==> src/rtl/trdb_bmap_packet_emitter.sv <==
// trdb_bmap_packet_emitter: snapshots the branch map on full/emit triggers, flushes it,
// and queues format-1 packets in a small FIFO drained by a valid/ready handshake.
module trdb_bmap_packet_emitter #(
  parameter int XLEN             = 32,
  parameter int DEPTH            = 2,
  parameter int BRANCH_MAP_LEN   = 31,
  parameter int BRANCH_COUNT_LEN = 5,
  parameter int PKT_W            = 2 + BRANCH_COUNT_LEN + BRANCH_MAP_LEN + XLEN
) (
  input  logic                        clk_i,
  input  logic                        rst_ni,
  input  logic [BRANCH_MAP_LEN-1:0]   bm_map_i,
  input  logic [BRANCH_COUNT_LEN-1:0] bm_branches_i,
  input  logic                        bm_full_i,
  input  logic                        emit_req_i,
  input  logic [XLEN-1:0]             address_i,
  output logic                        bm_flush_o,
  output logic                        packet_valid_o,
  input  logic                        packet_ready_i,
  output logic [PKT_W-1:0]            packet_o,
  output logic [7:0]                  packet_len_o,
  output logic                        skip_o,
  output logic                        overflow_o
);
  localparam int PW = DEPTH > 1 ? $clog2(DEPTH) : 1;
  localparam int CW = $clog2(DEPTH + 1);
  localparam int HW = 2 + BRANCH_COUNT_LEN;
  logic [PKT_W-1:0] mem [DEPTH];
  logic [7:0] len_mem [DEPTH];
  logic [DEPTH-1:0] vld;
  logic [PW-1:0] wr_ptr, rd_ptr;
  logic [CW-1:0] cnt;
  logic skip_c, pop, space, accept;
  logic [BRANCH_COUNT_LEN-1:0] cnt_f;
  logic [7:0] cw, map_len, len_c;
  logic [BRANCH_MAP_LEN-1:0] map_m;
  logic [PKT_W-1:0] pkt_c;
  always_comb begin
    skip_c = emit_req_i & ~bm_full_i & (bm_branches_i == '0);
    pop = packet_valid_o & packet_ready_i;
    // a pop in the same cycle frees the slot, so a held full level is accepted then
    space = (cnt != CW'(DEPTH)) | pop;
    accept = rst_ni & (bm_full_i | emit_req_i) & space & ~skip_c;
    cnt_f = bm_full_i ? BRANCH_COUNT_LEN'(BRANCH_MAP_LEN) : bm_branches_i;
    cw = 8'(cnt_f);
    map_len = cw < 8'd2 ? 8'd1 : cw < 8'd10 ? 8'd9 : cw < 8'd18 ? 8'd17 : cw < 8'd26 ? 8'd25 : 8'd31;
    map_m = bm_map_i & ~({BRANCH_MAP_LEN{1'b1}} << cnt_f);
    len_c = emit_req_i ? 8'(HW) + map_len + 8'(XLEN) : 8'(HW + BRANCH_MAP_LEN);
    pkt_c = PKT_W'(2'b01) | (PKT_W'(emit_req_i ? cnt_f : '0) << 2) | (PKT_W'(map_m) << HW)
          | (emit_req_i ? PKT_W'(address_i) << (8'(HW) + map_len) : '0);
  end
  assign bm_flush_o = accept;
  assign skip_o = rst_ni & skip_c;
  assign packet_valid_o = vld[rd_ptr];
  assign packet_o = packet_valid_o ? mem[rd_ptr] : '0;
  assign packet_len_o = packet_valid_o ? len_mem[rd_ptr] : '0;
  always_ff @(posedge clk_i) begin
    if (!rst_ni) begin
      vld <= '0;
      wr_ptr <= '0;
      rd_ptr <= '0;
      cnt <= '0;
      overflow_o <= 1'b0;
    end else begin
      if (pop) begin
        vld[rd_ptr] <= 1'b0;
        rd_ptr <= rd_ptr == PW'(DEPTH - 1) ? '0 : rd_ptr + 1'b1;
      end
      if (accept) begin
        mem[wr_ptr] <= pkt_c;
        len_mem[wr_ptr] <= len_c;
        vld[wr_ptr] <= 1'b1;
        wr_ptr <= wr_ptr == PW'(DEPTH - 1) ? '0 : wr_ptr + 1'b1;
      end
      cnt <= cnt + CW'(accept) - CW'(pop);
      overflow_o <= overflow_o | (emit_req_i & ~space & ~skip_c);
    end
  end
endmodule
==> config.mk <==
export PLATFORM = sky130hd
export DESIGN_NAME = trdb_bmap_packet_emitter
export DESIGN_NICKNAME = d
export VERILOG_FILES = /design/src/rtl/trdb_bmap_packet_emitter.sv
export SDC_FILE = /design/constraint.sdc
export NUM_CORES = 1
export LEC_CHECK = 0
export CORE_ASPECT_RATIO = 0.75
export CORE_UTILIZATION = 53
export DETAILED_ROUTE_END_ITERATION = 7
export MAX_ROUTING_LAYER = met4
export PLACE_DENSITY = 0.81
export SLEW_MARGIN = 0
export SYNTH_ARGS = -nofsm -noshare
export SYNTH_HDL_FRONTEND = slang
export SYNTH_SLANG_ARGS = --single-unit
==> constraint.sdc <==
create_clock -name clk_i -period 6.95 [get_ports clk_i]
set_clock_uncertainty 0.1 [all_clocks]
set_input_delay 0.695 -clock clk_i [delete_from_list [all_inputs] [get_ports clk_i]]
set_output_delay 0.695 -clock clk_i [all_outputs]
set_load 0.01 [all_outputs]
==> qor.yml, run 1 <==
hold_path:
  hold_depth: 2
  worstHoldPathType: "flop to flop"
  min_from: "overflow_o$_SDFF_PN0_"
critical_path:
  crit_chain: "clkdlybuf4s50_1 > o21a_2 > a21oi_2 > nor2_4 > inv_2 > ha_1 > inv_1 > nor2_1 > inv_1 > buf_4 > nor2_1 > a22o_1"
  crit_slowest_cell: "clkdlybuf4s50_1"
  r2r_start: "rd_ptr$_SDFFE_PN0P_"
  critical-path-top-delay-family: "buffers and inverters"
  start_kind: "input pin"
  worstSetupEndpointType: "flop"
  crit_fanout: 27
  critPathArrivalTime_ns: 5.57
  criticalPathCategory: "input pin to flop"
  max_stage_delay_ns: 0.74
  cp-startpoint: "bm_branches_i[2]"
  path_buf_inv: 5
  cp.required_ns: 7.08
  path_depth: 12
  r2r.worst_path.cells: 7
power:
  power.leakage_nw: 3.58
  powerDensity_nw_per_um2: 255
  ir_drop_mv: 0.278
cts:
  hold_buffers: 0
  cts_inserted_buffers: 17
  clk-insertion-delay-late_ns: 0.42
  cts_root_buf: "clkbuf_16"
  clk_path_buf_depth: 2
  cts_post_setup_buffers_inserted: 0
  cts.sink_count: 156
  path_clk_slew_ns: 0.06
  htree_levels: 4
  cts-resized-gates: 0
  cts_tree: "yes"
floorplan:
  core_area_um2: 15300
  dieWidth_um: 147
  die-area_um2: 16300
  die-height_um: 111
  pin_count: 155
  num_rows: 39
  initial_core_util_pct: 54.6
timing:
  tightest_slew_ns: 1.22
  setup_violations: 0
  layout_min_cycle_time_ns: 5.44
  holdWs_ns: 0.408
  hold_violations: 0
  fin_setup_tns_ns: 0
  fmax_mhz: 184
  slew_viol_final: 0
  slew_headroom_pct: 18.5
  timing.final.crit_share_pct: 78.3
  rsz0062_at_grt: "no"
route:
  dr_wl_met2_um: 13000
  finalWirelength_um: 29000
  dr.pass1.iters: 5
  highest_layer: "met4"
  drt_iter0_drc: 790
  via_per_inst: 6.54
  post_drt_wl_per_cell_um: 26.8
  dr_wl_met3_um: 2740
  num_vias: 7086
  antenna_left: 0
  drcViolationCount: 0
  met1_length_um: 12400
place:
  place_area_um2: 10000
  port-buffer-count: 152
  place.detailed.hpwl_um: 20800
  gp_congestion: 0.993
job:
  drv_cap: 0
logic_synthesis:
  synth_area_leaders: "edfxtp_1, mux2i_1, nor2_1"
  synth_top_area_share_pct: 53.2
  synth.distinct_cells: 70
  synth_edf_count: 148
  synth_commonest_cells: "edfxtp_1, nor2_1, mux2i_1, a21oi_1, nand2_1"
  syn_inst: 738
  synth_top_area_cell: "edfxtp_1"
  yosysMostFrequentCell: "edfxtp_1"
  async_flop_share_pct: 0
  synth_flop_cell: "edfxtp_1"
  syn_avg_cell_area_um2: 11.3
  synth-seq-cells: 156
  ys_warn_count: 0
  syn-cell-area_um2: 8360
  ys_seq_area_share_pct: 55.1
final_layout:
  drive_gt1_share_pct: 8.43
  insertedDiodeCount: 0
  stdcell_area_um2: 10600
  syn_to_final_growth_pct: 26.4
  nNetsFinal: 942
  final.fill_count: 1084
grt:
  antenna_found_initial: 0
  grtUsageTotal_pct: 37.8
  grt_pass1_wl_um: 43500
  grt_max_degree: 75
  grt_pass1_vias: 7000
  grt.overflow.total: 0
run_status:
  status: "complete, no violations"
[final timing paths]
path | to | slack [ns]
max | mem[0][41]$_DFFE_PP_ | 1.51
min | overflow_o$_SDFF_PN0_ | 0.41
max reg2reg | mem[0][46]$_DFFE_PP_ | 3.33
min reg2reg | overflow_o$_SDFF_PN0_ | 0.41
[per-stage QoR]
| stage | util (%) | total power (W) | cells | worst slack, ns |
|---|---|---|---|---|
| CTS | 69.0 | 0.00268 | 1083 | 1.72 |
| global route | 69.0 | 0.00277 | 1083 | 1.37 |
| finish | 69.0 | 0.00269 | 1083 | 1.51 |
| global placement | 65.3 | 0.00178 | 1052 | 1.43 |
| detailed placement | 65.3 | 0.00180 | 1052 | 1.36 |
| floorplan | - | 0.00153 | 739 | 1.76 |
[metal layers]
layer	vias up	track usage [%]
li1	3042	-
met1	3518	53.3
met2	465	56.0
met3	61	6.09
met4	0	12.5
met5	-	-
[final cells by class]
| class | instances | area (µm²) | area share (%) |
|---|---|---|---|
| timing repair buffer | 162 | 1610 | 15.2 |
| inverter | 28 | 105 | 0.995 |
| clock buffer | 21 | 440 | 4.17 |
| clock inverter | 10 | 119 | 1.13 |
| sequential | 156 | 4610 | 43.6 |
| multi-input combinational | 501 | 3430 | 32.4 |
| tap | 205 | 256 | 2.43 |
[layout by cell type, fill, tap and decap left out, drive strengths merged, types with 5 or more instances in the layout]
master / count
dfxtp: 8
buf: 10
nand2: 39
nand3: 8
nor3: 26
nor2: 117
mux2i: 85
mux2: 12
mux4: 8
edfxtp: 148
clkbuf: 21
o2bb2ai: 6
o21ai: 34
a211oi: 5
and2: 6
clkdlybuf4s50: 152
a22o: 12
inv: 29
a21oi: 46
a31oi: 5
a311oi: 6
nor4: 7
[tightest hold or removal path, delay by kind of cell, from the launching register on]
kind            cells  cell delay, ns
simple gates        1            0.08
compound gates      1            0.05
flops               1            0.34
[sequential cells by signal, summed over array words and instances, names as in the netlist, named ones only]
signal and count:
wr_ptr 1, rd_ptr 1, mem 138, overflow_o 1
cnt 2, vld 2, len_mem 10
[cells by family (layout without fill, tap and decap cells)]
kind of cell             count (synthesis)  in the layout  synth area share (%)
buffers and inverters                   82            221                  4.31
AND/OR/NAND/NOR                        217            217                  11.5
XOR/XNOR                                 3              3                 0.314
flip-flops                             156            156                  55.1
adder cells (fa/ha/maj)                  3              3                 0.449
multiplexers                           105            105                  14.0
other                                    1              2                0.0449
AO/OA/AOI/OAI                          171            171                  14.3
[report_power, final]
group	total, W	internal [W]	switching (W)
Combinational	0.000609	0.000242	0.000366
Clock	0.000893	0.000527	0.000366
Sequential	0.00119	0.00115	0.0000370
Total	0.00269	0.00192	0.000770
Note: power is estimated with default switching activity, not from simulation.
==> run 2: changes to the inputs <==
--- a/config.mk
+++ b/config.mk
@@ -6,10 +6,10 @@
 export NUM_CORES = 1
 export LEC_CHECK = 0
 export CORE_ASPECT_RATIO = 0.75
-export CORE_UTILIZATION = 53
+export CORE_UTILIZATION = 48
 export DETAILED_ROUTE_END_ITERATION = 7
 export MAX_ROUTING_LAYER = met4
-export PLACE_DENSITY = 0.81
+export PLACE_DENSITY = 0.77
 export SLEW_MARGIN = 0
 export SYNTH_ARGS = -nofsm -noshare
 export SYNTH_HDL_FRONTEND = slang
==> constraint.sdc (replaced) <==
create_clock -name clk_i -period 4.9 [get_ports clk_i]
set_clock_uncertainty 0.1 [all_clocks]
set_input_delay 0.49 -clock clk_i [delete_from_list [all_inputs] [get_ports clk_i]]
set_output_delay 0.49 -clock clk_i [all_outputs]
set_load 0.01 [all_outputs]
==> run 2 against run 1 <==
Net effect:
- first-iteration DRC count increased by 16%
- clock-buffer cell count down 3
- core utilization decreased by 5.6 points
- via count is 1.8% lower
- wire length is 6.0% lower
- global-route usage is 5.3 points lower
- largest power group unchanged
- worst hold slack worse by 0.030 ns
- total power rose by 40%
- flip-flop and latch count stayed put
==> qor.yml, run 2 (same netlist as run 1, synthesis figures left out) <==
final_layout:
  reg_top3: "mem x138, len_mem x10"
  insertedDiodeCount: 0  # unchanged
  syn_to_final_growth_pct: 28.2
  utilization_pct: 63.3  # -5.6 points
  final.fill_count: 1328  # +23%
  layout_common_cells: "clkdlybuf4s50_1, edfxtp_1, nor2_1"
  drive_gt1_share_pct: 10.7  # +2.3 points
  stdcell_area_um2: 10700  # +1.5%
  largest_reg_flops: 138  # unchanged
  regMostFlops: "mem"
  layout_commonest_cell: "clkdlybuf4s50_1"
  nNetsFinal: 962  # +2.1%
grt:
  antenna_found_initial: 0  # unchanged
  grt.overflow.total: 0  # unchanged
  grt_max_degree: 75  # unchanged
  grtUsageTotal_pct: 32.4  # -5.3 points
  grt_pass1_vias: 6555  # -6.4%
  grt_pass1_wl_um: 40500  # -6.7%
power:
  powerDensity_nw_per_um2: 352  # +38%
  ir_drop_mv: 0.249  # -10%
  power_w: 0.00377  # +40%
  power.leakage_nw: 3.69  # +2.8%
critical_path:
  critPathArrivalTime_ns: 3.96  # -1.61 ns
  start_kind: "input pin"
  crit_slowest_cell: "or4_1"
  crit_chain: "clkdlybuf4s50_1 > buf_4 > o21a_2 > a21oi_2 > nor2_4 > inv_2 > ha_1 > buf_4 > or4_1 > o21ai_0 > nand2_1 > o31ai_1"
  crit_fanout: 18  # -33%
  critical-path-top-delay-family: "buffers and inverters"
  path_buf_inv: 4  # -1
  cp.required_ns: 5.00  # -2.08 ns
  criticalPathCategory: "input pin to flop"
  worstSetupEndpointType: "flop"
  crit_path_frequent_cell: "buf_4"
  max_stage_delay_ns: 0.63  # -0.11 ns
  rrSetupSlack_ns: 2.33  # -1.00 ns
route:
  drcViolationCount: 0  # unchanged
  via_per_inst: 6.24  # -4.6%
  drt_iter0_drc: 914  # +16%
  dr.pass1.iters: 6  # +1
  post_drt_wl_per_cell_um: 24.5  # -8.6%
  finalWirelength_um: 27300  # -6.0%
  antenna_left: 0  # unchanged
  num_vias: 6956  # -1.8%
floorplan:
  dieWidth_um: 154  # +5.0%
  initial_core_util_pct: 49.4  # -5.2 points
  num_rows: 41  # +5.1%
  die-area_um2: 18000  # +10%
  pin_count: 155  # unchanged
  die-height_um: 116  # +5.0%
  core_area_um2: 16900  # +10%
cts:
  htree_levels: 4  # unchanged
  hold_buffers: 0  # unchanged
  cts_tree: "yes"
  cts_root_buf: "clkbuf_16"
  cts_inserted_buffers: 17  # unchanged
  cts_post_setup_buffers_inserted: 0  # unchanged
  cts.sink_count: 156  # unchanged
  cts-resized-gates: 0  # unchanged
  clk-insertion-delay-late_ns: 0.42  # about the same
  clk_path_buf_depth: 2  # unchanged
  path_clk_slew_ns: 0.06  # about the same
place:
  port-buffer-count: 152  # unchanged
  gp_congestion: 1.06  # +7.2%
  place.detailed.hpwl_um: 19900  # -3.9%
  place_area_um2: 10200  # +1.8%
run_status:
  status: "complete, no violations"
timing:
  hold_violations: 0  # unchanged
  fmax_mhz: 259
  timing.final.crit_share_pct: 78.8
  rsz0062_at_grt: "no"
  setup_violations: 0  # unchanged
  slew_viol_final: 0  # unchanged
  fin_setup_tns_ns: 0  # unchanged
  tightest_slew_ns: 0.771  # -0.447 ns
  slew_headroom_pct: 48.6  # +30 points
  layout_min_cycle_time_ns: 3.86
hold_path:
  worstHoldPathType: "flop to flop"
job:
  drv_cap: 0  # unchanged
==> run 2: report_power, final <==
group | internal [W] | leakage [nW] | total, W | switching [W]
Sequential | 0.00163 | 1.46 | 0.00167 | 0.0000460
Clock | 0.000660 | 0.263 | 0.00122 | 0.000563
Combinational | 0.000363 | 1.97 | 0.000878 | 0.000515
==> run 2: path summary, 6_finish.rpt <==
path | start | to | cells after the start
worst max-delay path | bm_branches_i[1] | mem[1][32]$_DFFE_PP_ | 12
worst min-delay path | overflow_o$_SDFF_PN0_ | overflow_o$_SDFF_PN0_ | 2
worst max register to register | rd_ptr$_SDFFE_PN0P_ | mem[0][25]$_DFFE_PP_ | 6
worst min register to register | overflow_o$_SDFF_PN0_ | overflow_o$_SDFF_PN0_ | 2
==> run 2: cell type report <==
class | instances | area [µm²] | share of cell area (%)
Inverter | 28 | 105 | 0.980
Clock buffer | 18 | 429 | 4.00
Clock inverter | 14 | 110 | 1.03
Sequential cell | 156 | 4610 | 43.0
Timing Repair Buffer | 182 | 1770 | 16.5
Multi-Input combinational cell | 501 | 3430 | 32.0
Tap cell | 215 | 269 | 2.51
==> run 2: routing by layer <==
layer  global-route usage (%)  vias up  share of wire, %
li1                         -     3085                 -
met1                     45.4     3337                43
met2                     44.8      470                42
met3                     9.57       64                12
met4                     11.3        0               2.6
met5                        -        -                 0
==> run 2: worst reg2reg max path: cells and delay by family, from the launching register on <==
| kind | cells | cell delay, ns |
|---|---|---|
| and+or+nand+nor | 2 | 1.03 |
| buffers and inverters | 2 | 0.44 |
| DFF | 1 | 0.38 |
| muxes | 1 | 0.21 |
| AOI/OAI and AO/OA | 1 | 0.09 |
==> run 2: per-stage QoR <==
stage | cells | worst slack, ns | hold slack [ns]
after floorplan | 739 | 1.15 | 0.373
after global placement | 1082 | 0.786 | 0.360
after detailed placement | 1082 | 0.754 | 0.364
after CTS | 1114 | 1.18 | 0.381
after global routing | 1114 | 0.880 | 0.431
final | 1114 | 1.04 | 0.378
==> run 3: changes to the inputs <==
--- a/config.mk
+++ b/config.mk
@@ -6,10 +6,10 @@
 export NUM_CORES = 1
 export LEC_CHECK = 0
 export CORE_ASPECT_RATIO = 0.75
-export CORE_UTILIZATION = 48
+export CORE_UTILIZATION = 53
 export DETAILED_ROUTE_END_ITERATION = 7
 export MAX_ROUTING_LAYER = met4
-export PLACE_DENSITY = 0.77
+export PLACE_DENSITY = 0.81
 export SLEW_MARGIN = 0
 export SYNTH_ARGS = -nofsm -noshare
 export SYNTH_HDL_FRONTEND = slang
==> constraint.sdc (replaced) <==
create_clock -name clk_i -period 3.7 [get_ports clk_i]
set_clock_uncertainty 0.1 [all_clocks]
set_input_delay 0.37 -clock clk_i [delete_from_list [all_inputs] [get_ports clk_i]]
set_output_delay 0.37 -clock clk_i [all_outputs]
set_load 0.01 [all_outputs]
==> run 3 against run 2 <==
Net effect:
- clock-buffer cell count did not move
- wire length rose by 8.0%
- worst hold slack improved by 0.0094 ns
- design area rose by 2.3%
- worst setup slack got worse by 0.71 ns
- core utilization rose by 8.2 points
- global-route usage rose by 5.6 points
- sequential power rose by 33%
- die area fell by 9.3%
- flip-flop and latch count did not move
- register-to-register slack got worse by 0.97 ns
- highest routed layer unchanged
==> qor.yml, run 3 (same netlist as run 1, synthesis figures left out) <==
critical_path:
  max_stage_delay_ns: 0.60  # -0.03 ns
  start_kind: "input pin"
  crit_chain: "clkdlybuf4s50_1 > buf_4 > nor4_1 > a31oi_1 > nand3b_1 > inv_1 > clkdlybuf4s50_1"
  critical-path-top-delay-family: "buffers and inverters"
  crit_fanout: 9  # -9
  critPathArrivalTime_ns: 2.90  # -1.06 ns
  cp.required_ns: 3.23  # -1.77 ns
  crit_path_frequent_cell: "clkdlybuf4s50_1"
  worstSetupEndpointType: "output pin"
  crit_slowest_cell: "clkdlybuf4s50_1"
  criticalPathCategory: "input pin to output pin"
  path_buf_inv: 4  # unchanged
floorplan:
  initial_core_util_pct: 54.6  # +5.2 points
  die-height_um: 111  # -4.8%
  num_rows: 39  # -4.9%
  dieWidth_um: 147  # -4.8%
  core_area_um2: 15300  # -9.5%
  pin_count: 155  # unchanged
  die-area_um2: 16300  # -9.3%
cts:
  cts_tree: "yes"
  cts_root_buf: "clkbuf_16"
  clk-insertion-delay-late_ns: 0.43  # about the same
  cts-resized-gates: 0  # unchanged
  cts.sink_count: 156  # unchanged
  hold_buffers: 0  # unchanged
  path_clk_slew_ns: 0.07  # about the same
  cts_inserted_buffers: 17  # unchanged
  cts_post_setup_buffers_inserted: 0  # unchanged
  clk_path_buf_depth: 2  # unchanged
  htree_levels: 4  # unchanged
timing:
  fin_setup_tns_ns: 0  # unchanged
  rsz0062_at_grt: "no"
  hold_violations: 0  # unchanged
  layout_min_cycle_time_ns: 3.37
  fmax_mhz: 297
  setup_violations: 0  # unchanged
  slew_headroom_pct: 46.6  # -2.0 points
  slew_viol_final: 0  # unchanged
  tightest_slew_ns: 0.802  # +0.0307 ns
  timing.final.crit_share_pct: 91.0
route:
  dr.pass1.iters: 5  # -1
  antenna_left: 0  # unchanged
  highest_layer: "met4"
  post_drt_wl_per_cell_um: 26.2  # +7.2%
  via_per_inst: 6.46  # +3.5%
  dr_wl_met3_um: 3310  # -0.54%
  drt_iter0_drc: 1070  # +17%
  dr_wl_met2_um: 13200  # +16%
  num_vias: 7252  # +4.3%
  finalWirelength_um: 29500  # +8.0%
  met1_length_um: 12300  # +3.5%
  drcViolationCount: 0  # unchanged
place:
  place.detailed.hpwl_um: 21400  # +7.2%
  place_area_um2: 10300  # +1.5%
  port-buffer-count: 152  # unchanged
  gp_congestion: 1.04  # -2.3%
final_layout:
  reg_top3: "mem x138, len_mem x10"
  layout_common_cells: "clkdlybuf4s50_1, edfxtp_1, nor2_1"
  insertedDiodeCount: 0  # unchanged
  drive_gt1_share_pct: 12.6  # +2.0 points
  largest_reg_flops: 138  # unchanged
  syn_to_final_growth_pct: 31.1
  stdcell_area_um2: 11000  # +2.3%
  layout_commonest_cell: "clkdlybuf4s50_1"
  nNetsFinal: 980  # +1.9%
  regMostFlops: "mem"
grt:
  grt_pass1_wl_um: 43500  # +7.4%
  antenna_found_initial: 0  # unchanged
  grt.overflow.total: 0  # unchanged
  grt_pass1_vias: 7006  # +6.9%
  grt_max_degree: 75  # unchanged
  grtUsageTotal_pct: 38.1  # +5.6 points
power:
  power.leakage_nw: 3.82  # +3.7%
  powerDensity_nw_per_um2: 486  # +38%
  power_w: 0.00533  # +41%
  ir_drop_mv: 0.435  # +74%
run_status:
  status: "complete, no violations"
job:
  drv_cap: 0  # unchanged
hold_path:
  worstHoldPathType: "flop to flop"
[run 3: cell types whose count changed in the layout (fill, tap and decap cells not counted)]
cell,delta
clkinv_1,-2
clkinv_4,+1
clkinv_2,-1
buf_12,+2
bufinv_16,+4
inv_6,-1
buf_4,+16
inv_8,-1
[run 3: final timing paths]
check / startpoint / end / slack [ns] / cells past startpoint
max: bm_branches_i[1] / bm_flush_o / 0.33 / 7
min: overflow_o$_SDFF_PN0_ / overflow_o$_SDFF_PN0_ / 0.39 / 2
max reg2reg: rd_ptr$_SDFFE_PN0P_ / mem[1][16]$_DFFE_PP_ / 1.36 / 6
min reg2reg: overflow_o$_SDFF_PN0_ / overflow_o$_SDFF_PN0_ / 0.39 / 2
[run 3: worst reg2reg max path: cells and delay by family (launching register included)]
| family | cells | cell delay, ns |
|---|---|---|
| simple gates | 2 | 0.59 |
| buf+inv | 2 | 0.47 |
| flops | 1 | 0.39 |
| mux | 1 | 0.22 |
| compound gates | 1 | 0.10 |
[run 3: cell type report]
class / count / area (µm²)
flip-flops and latches: 156 / 4610
fillers: 1084 / 4360
multi-input cells: 501 / 3430
repair buffers: 200 / 1930
clock buffers: 18 / 429
well taps: 205 / 256
clock inverters: 14 / 206
inverters: 28 / 105
[run 3: where the power goes]
group          total, W  switching [W]  internal [W]
Sequential      0.00222      0.0000598       0.00216
Combinational   0.00121       0.000712      0.000499
Clock           0.00190       0.000756       0.00115
Total           0.00533        0.00153       0.00380
[run 3: metal layers]
metal / up-vias / global-route usage (%)
li1: 3126 / -
met3: 58 / 7.70
met5: - / -
met2: 518 / 55.8
met1: 3550 / 54.2
met4: 0 / 10.3
[run 3: through the flow]
stage	hold slack [ns]	util (%)	std cells	setup slack, ns
detailed placement	0.370	67.4	1090	0.156
global placement	0.357	67.4	1090	0.172
floorplan	0.373	-	739	0.0670
CTS	0.385	71.6	1122	0.400
finish	0.388	71.6	1122	0.333
global route	0.414	71.6	1122	0.302
==> variant, RTL diff (config.mk and constraints of run 1) <==
The parameter `XLEN` goes from 32 to 16.
--- a/src/rtl/trdb_bmap_packet_emitter.sv
+++ b/src/rtl/trdb_bmap_packet_emitter.sv
@@ -3,3 +3,3 @@
 module trdb_bmap_packet_emitter #(
-  parameter int XLEN             = 32,
+  parameter int XLEN             = 16,
   parameter int DEPTH            = 2,
Interface: changed (resized address_i and packet_o); port bits go from 155 to 123. The function was not compared with the original's and may differ.
==> variant against run 1 <==
  * Power is 8.1% lower
  * Count of clock-buffer cells in the layout is 3 lower
  * Final area is 25% lower
  * Sequential cell count is 32 lower
  * Area after synthesis is 27% lower
  * Worst setup slack better by 790 ps
  * First-iteration DRC count is 51% lower
  * Synthesized cell count is 30% lower
  * Wire length is 41% lower
  * Final cell count is 28% lower
  * Worst hold slack better by 14 ps
==> variant: results <==
group,metric,value,unit
outcome,status,"completed",
power_and_ir_drop,p_leak,2.76,nW
logic_synthesis,synth_area_leaders,"edfxtp_1, mux2i_1, nor2_1",
global_route,track_usage,0.311,
placed_design,portBuffers,120,
route,wl_per_cell,22.2,um
placed_design,gp_congestion,0.952,
global_route,grt_pass1_vias,4547,
timing,tightestPinTransition,1190,ps
logic_synthesis,synth.distinct_cells,55,
hold_path,worstHoldPathType,"flip-flop to flip-flop",
cells_and_area,nets,684,
logic_synthesis,synthTopCellsByCount,"edfxtp_1, nor2_1, mux2i_1",
setup_path,cp_data_arrival_time,4770,ps
cells_and_area,reg_top3,"mem x106, len_mem x10",
logic_synthesis,seq_area_frac_synth,0.597,
setup_path,worstPathMaxFanout,19,
clock_network,clk_pin_slew,60,ps
setup_path,rr_endpoint,"mem[1][3]$_DFFE_PP_",
setup_path,rrSetupSlack,3490,ps
setup_path,rr_worst_depth,6,
placed_design,post-dp-hpwl,11800,um
power_and_ir_drop,vdd_drop_max,0.355,mV
route,vias,4742,
cells_and_area,nFillCells,761,
global_route,grt_start_max_net_pins,62,
hold_path,hold_depth,2,
global_route,grt_pass1_wl,26100,um
cells_and_area,drive_gt1_frac,0.0833,
route,drtIter0Drc,387,
-- variant: changes by cell type after synthesis, sizes merged, moves of 9 or more --
cell,change
a21oi,-38
a22o,-9
buf,-18
edfxtp,-32
inv,-15
mux2i,-17
nand2,-9
nor2,-29
nor3,-21
-- variant: worst max path at each step --
stage	cells after the start	endpoint	slack [ps]	from
detailed placement	10	mem[0][20]$_DFFE_PP_	2080	bm_branches_i[3]
floorplan	5	len_mem[1][2]$_DFFE_PP_	2320	bm_branches_i[0]
global placement	10	mem[0][21]$_DFFE_PP_	2180	bm_branches_i[3]
global route	10	mem[0][20]$_DFFE_PP_	2150	bm_branches_i[3]
finish	10	mem[0][20]$_DFFE_PP_	2290	bm_branches_i[3]
CTS	10	mem[0][20]$_DFFE_PP_	2470	bm_branches_i[3]
-- variant: routing by layer --
layer / vias up / routed length [um] / track usage
li1: 2137 / - / -
met1: 2313 / 7840 / 0.427
met2: 264 / 7790 / 0.471
met3: 28 / 1320 / 0.0595
met4: 0 / 298 / 0.0964
met5: - / 0 / -
-- variant: logic make-up (layout without fill, tap and decap cells) --
logic type	Yosys count	count (layout)	share of synthesized area
adder cells (fa/ha/maj)	4	4	0.00820
multiplexers	72	72	0.119
other	1	2	0.000614
AND/OR/NAND/NOR	153	153	0.108
AO/OA/AOI/OAI	110	110	0.126
XOR/XNOR	2	2	0.00287
buffers and inverters	51	169	0.0387
flip-flops	124	124	0.597
-- variant: layout make-up --
cell class              count  share of cell area
clock inverters            14              0.0169
well taps                 140              0.0221
inverters                  13             0.00647
clock buffers              18              0.0541
flip-flops and latches    124               0.460
multi-input cells         343               0.285
repair buffers            124               0.155
-- variant: through the flow --
step | instance area, um^2 | cells | power [mW] | setup WS [ps]
finish | 7930 | 776 | 2.47 | 2290
global route | 7930 | 776 | 2.57 | 2150
CTS | 7930 | 776 | 2.48 | 2470
detailed placement | 7360 | 744 | 1.64 | 2080
global placement | 7360 | 744 | 1.62 | 2180
floorplan | 6110 | 518 | 1.33 | 2320
-- variant: worst max-delay path, cell delays in order --
cell,delay (ps)
clkdlybuf4s50_1,800
or3_4,590
o21ai_2,80
and2b_1,630
inv_4,120
ha_1,290
nand3b_1,690
nor2_1,580
a22oi_1,150
o21ai_0,130
-- variant: report_power, final --
group          total (mW)  switching [mW]  internal (mW)
logic               0.627           0.331          0.296
clock network       0.846           0.348          0.498
registers           0.998          0.0590          0.939
